$ cat config.mk
export PLATFORM = sky130hd
export DESIGN_NAME = instr_fetch_queue
export DESIGN_NICKNAME = d
export VERILOG_FILES = /design/src/rtl/instr_fetch_queue.sv
export SDC_FILE = /design/constraint.sdc
export NUM_CORES = 1
export LEC_CHECK = 0
export ABC_AREA = 1
export CAP_MARGIN = 20
export CORE_ASPECT_RATIO = 1.4
export CORE_MARGIN = 4
export CORE_UTILIZATION = 40
export CTS_CLUSTER_SIZE = 28
export DETAILED_ROUTE_END_ITERATION = 12
export SYNTH_ARGS = -nofsm -noshare
export SYNTH_HDL_FRONTEND = slang
export SYNTH_SLANG_ARGS = --single-unit
$ cat constraint.sdc
create_clock -name clk -period 2.04 [get_ports clk]
set_input_delay 0.306 -clock clk [delete_from_list [all_inputs] [get_ports clk]]
set_output_delay 0.306 -clock clk [all_outputs]
set_load 0.005 [all_outputs]
$ cat src/rtl/instr_fetch_queue.sv
// instr_fetch_queue: circular FIFO between the instruction cache and decode.
//
// Parameters:
//   DEPTH - number of entries (power of two, >= 2)
//   XLEN  - width of PC and instruction fields
//
// Ports:
//   clk, rst_n       - clock, asynchronous active-low reset
//   flush            - redirect; discards every entry and any same-cycle push/pop
//   in_valid/in_ready, in_pc, in_instr          - fetch-side handshake and entry
//   out_valid/out_ready, out_pc, out_instr,
//   out_misaligned   - decode-side handshake and head entry (zeroed when invalid)
//   count            - number of stored entries
//
// Optional feature: define FETCH_QUEUE_BYPASS_EN to forward an incoming entry straight
// to the outputs in the same cycle when the queue is empty and decode is ready.
// Without it there is no combinational path from in_* to out_*.
module instr_fetch_queue #(
  parameter int unsigned DEPTH = 4,
  parameter int unsigned XLEN  = 32
) (
  input  logic                     clk,
  input  logic                     rst_n,
  input  logic                     flush,
  input  logic                     in_valid,
  input  logic [XLEN-1:0]          in_pc,
  input  logic [XLEN-1:0]          in_instr,
  output logic                     in_ready,
  output logic                     out_valid,
  output logic [XLEN-1:0]          out_pc,
  output logic [XLEN-1:0]          out_instr,
  output logic                     out_misaligned,
  input  logic                     out_ready,
  output logic [$clog2(DEPTH):0]   count
);

  localparam int unsigned PtrW = $clog2(DEPTH);
  localparam int unsigned CntW = PtrW + 1;

  logic [XLEN-1:0] pc_q    [DEPTH];
  logic [XLEN-1:0] instr_q [DEPTH];
  logic            mis_q   [DEPTH];

  logic [PtrW-1:0] rd_ptr_q, rd_ptr_d;
  logic [PtrW-1:0] wr_ptr_q, wr_ptr_d;
  logic [CntW-1:0] count_q, count_d;

  logic bypass;
  logic push;
  logic pop;
  logic not_empty;

  assign not_empty = (count_q != '0);
  assign count     = count_q;
  assign in_ready  = (count_q != CntW'(DEPTH));

  // Handshake decode and output muxing.
  always_comb begin
    bypass = 1'b0;
`ifdef FETCH_QUEUE_BYPASS_EN
    bypass = !not_empty && in_valid && out_ready && !flush;
`endif
    // A bypassed entry is consumed by decode directly and never stored.
    push = in_valid && in_ready && !bypass && !flush;
    pop  = not_empty && out_ready && !flush;

    out_valid      = 1'b0;
    out_pc         = '0;
    out_instr      = '0;
    out_misaligned = 1'b0;
    if (not_empty) begin
      out_valid      = 1'b1;
      out_pc         = pc_q[rd_ptr_q];
      out_instr      = instr_q[rd_ptr_q];
      out_misaligned = mis_q[rd_ptr_q];
    end else if (bypass) begin
      out_valid      = 1'b1;
      out_pc         = in_pc;
      out_instr      = in_instr;
      out_misaligned = (in_pc[1:0] != 2'b00);
    end
  end

  // Pointer and occupancy next state; flush wins over push and pop.
  always_comb begin
    rd_ptr_d = rd_ptr_q;
    wr_ptr_d = wr_ptr_q;
    count_d  = count_q;
    if (flush) begin
      rd_ptr_d = '0;
      wr_ptr_d = '0;
      count_d  = '0;
    end else begin
      if (push) begin
        wr_ptr_d = (wr_ptr_q == PtrW'(DEPTH - 1)) ? '0 : wr_ptr_q + 1'b1;
      end
      if (pop) begin
        rd_ptr_d = (rd_ptr_q == PtrW'(DEPTH - 1)) ? '0 : rd_ptr_q + 1'b1;
      end
      if (push && !pop) begin
        count_d = count_q + 1'b1;
      end else if (pop && !push) begin
        count_d = count_q - 1'b1;
      end
    end
  end

  always_ff @(posedge clk or negedge rst_n) begin
    if (!rst_n) begin
      rd_ptr_q <= '0;
      wr_ptr_q <= '0;
      count_q  <= '0;
    end else begin
      rd_ptr_q <= rd_ptr_d;
      wr_ptr_q <= wr_ptr_d;
      count_q  <= count_d;
    end
  end

  always_ff @(posedge clk or negedge rst_n) begin
    if (!rst_n) begin
      for (int i = 0; i < DEPTH; i++) begin
        pc_q[i]    <= '0;
        instr_q[i] <= '0;
        mis_q[i]   <= 1'b0;
      end
    end else if (push) begin
      pc_q[wr_ptr_q]    <= in_pc;
      instr_q[wr_ptr_q] <= in_instr;
      mis_q[wr_ptr_q]   <= (in_pc[1:0] != 2'b00);
    end
  end

endmodule

==> metrics <==
flop-to-flop setup slack 0.24 ns; Post-Syn Area per Cell 8.54 um2; Max Cap Viol 0; Req. time, crit path 1.73 ns; pin count of the biggest net entering global routing 71; port bufs 138; Nets approximately 1700; Final setup viols 65; Die Area roughly 34000 um2; final worst slack -0.391 ns; # DRC 0; # rows 76; Mapped Area about 13000 um2; WL final 35.3 mm; DIE HEIGHT 217 um; # H-tree levels 1; final hold violation count 0; n_diodes 0; layout cells sized above 1 between 20% and 30%; WP depth 9; post-synthesis cell count 1469; dpl hpwl 21.2 mm; CP Max Fanout 6; clk_lat worst skew roughly 0.55 ns; Setup crit start rd_ptr_q[0]$_DFFE_PN0P_; VDD IR-drop max 747 uV; Synth Register Bits 267; period utilization 119%; design area 16600 um2; slowest CP cell dfrtp_4; Pleak 0.00783 uW; RSZ-0062 raised after global routing true; post-synthesis sequential area ratio between 50% and 60%; DP Area 14800 um2; worst setup path category reg2out; Synth-to-Final Area Change 32.5%; pins over their slew limit 0; family with the most delay on the worst path buffers and inverters; crit path capture out_pc[14]; WP data arrival 2.12 ns; Ys Warns 0; DRT Pass-1 Iters 5; GRT overflow 0; Rel. slew slack 58.9%; clock skew about 0.019 ns; minimum clock period 2.43 ns; Least-Margin Pin Slew 0.616 ns; Most Frequent Cell on Critical Path buf_12; vias in the first global route 10200; Reg clk slew, reported paths 0.06 ns; wire per inst 17.0 um; gpl congestion 0.784; startpoint types flip-flop; Core ar. about 30000 um2; reg-to-reg critical path startpoint count[0]$_DFFE_PN0P_; worst r2r path cells 12; 1st-iter DRT viols 574; DRT antenna net count 0; CTS tree yes; failing checks negative setup slack; drt via density 5.03; Crit. End Element output pin; Peak Freq 0.411 GHz; CTS root buf clkbuf_16; Synthesized Nets 1544; initial antenna violation count 0; GRT Overall Usage 19.2%; total clock buffers created by CTS 27; CP peak stage delay 0.57 ns; # IOs about 140; status finished with violations; CP bufs+invs 5; Worst Hold Class in2async; Initial Utilization between 40% and 50%; vias 10500; worst path cell trace buf_12 -> clkbuf_16 -> buf_12 -> buf_12 -> nor2_1 -> nor2_1 -> o21ai_0 -> a21oi_1 -> buf_2; Die X 158 um; pre-CTS WS -0.110 ns; clock sink count 267; first-pass GRT wire length between 50 and 60 mm; r2r endpoint count[2]$_DFFE_PN0P_; Synth cell types 27; Clock Tree Buf Depth 3; Power Dens Cells 1560 nW/um2
[per-layer routing]
metal  vias to the layer above  GRT usage (%)  part of all wire [%]
met5                         -              0                     0
met4                         0           5.34                   2.6
met3                        60           2.04                   3.8
met2                       211           34.3                    51
met1                      5014           24.6                    42
li1                       5168              -                     -
[layout by cell type (no fill, tap or decap), drive strengths merged, types with 55 or more instances in the layout]
master	instances
a21oi	66
clkdlybuf4s50	70
o21ai	395
nor2	264
buf	187
nand2	280
inv	78
clkbuf	55
dfrtp	267
[sequential cells by signal, summed over array words and instances, names as in the netlist]
| signal | count |
|---|---|
| wr_ptr_q | 2 |
| count | 3 |
| rd_ptr_q | 2 |
| mis_q | 4 |
| pc_q | 128 |
| instr_q | 128 |
[worst reg2reg max path, cell delays in order, from the launching register on]
cell and delay (ns):
dfrtp_1 0.39, nor2_2 0.14, buf_4 0.13, a21boi_1 0.07, nand3_1 0.11, inv_1 0.06, fa_2 0.35, xnor2_2 0.19
inv_1 0.05, nand2_1 0.06, nand2_1 0.04, nand2_1 0.06, nand2_1 0.05
[synthesized netlist by cell type (all sizes together)]
library cell    n  area share, %
dfrtp         267             53
nand2         280            8.6
nand3           4           0.26
fa              1           0.16
a31o            1          0.070
xnor2           1          0.070
inv            77            2.3
nor2          264            7.9
a21boi          1          0.060
o21ai         395             18
ha              5           0.50
or2             1          0.050
buf            74            5.3
a21oi          66            2.6
clkbuf         32           0.96
[final cells by class]
| cell class | instances | area, um2 |
|---|---|---|
| Clock buffer | 43 | 806 |
| Clock inverter | 4 | 23.8 |
| Fill cell | 2852 | 14300 |
| Inverter | 77 | 302 |
| Multi-Input combinational cell | 1019 | 5230 |
| Sequential cell | 267 | 6690 |
| Tap cell | 390 | 488 |
| Timing Repair Buffer | 278 | 3090 |
[worst min path at each step]
stage	start	endpoint	cells after the start
floorplan	rst_n	count[0]$_DFFE_PN0P_	0
global placement	rst_n	instr_q[77]$_DFFE_PN0P_	1
detailed placement	rst_n	instr_q[44]$_DFFE_PN0P_	1
CTS	rst_n	instr_q[44]$_DFFE_PN0P_	2
global route	rst_n	instr_q[44]$_DFFE_PN0P_	2
finish	rst_n	instr_q[44]$_DFFE_PN0P_	2
[repair_timing]
item,in CTS,in global routing
endpoints found under the setup margin,67,66
hold buffers,1,0
buffers inserted,1,40
gates cloned,0,15
resized for setup,148,350
endpoints found under the hold margin,57,0
pin swaps,11,104
[per-stage QoR]
| stage | util (%) | cells | hold slack, ns | TNS (ns) | total power [uW] |
|---|---|---|---|---|---|
| after global placement | 47.8 | 1977 | 0.331 | -1.31 | 19400 |
| after floorplan | - | 1469 | 0.0104 | 0 | 14400 |
| after detailed placement | 47.8 | 1977 | 0.327 | -1.39 | 19600 |
| final | 53.8 | 2078 | 0.291 | -17.92 | 25900 |
| after CTS | 50.3 | 2026 | 0.330 | -24.20 | 24100 |
| after global routing | 53.8 | 2078 | 0.380 | -24.29 | 27800 |
[where the power goes]
group | switching (uW) | leakage [uW] | internal [uW]
combinational | 6240 | 0.00398 | 5940
clock | 2050 | 0.000410 | 2690
sequential | 1460 | 0.00344 | 7550
total | 9750 | 0.00783 | 16200
[logic make-up (layout without fill, tap and decap cells)]
logic type	after synthesis	count (layout)	share of synthesized area, %
buf+inv	183	402	8.64
simple gates	549	549	16.9
xor+xnor	1	1	0.0699
compound gates	463	463	20.5
flops	267	267	53.3
fa+ha+maj	6	6	0.659
No activity file was read; power rests on OpenSTA's default activity.
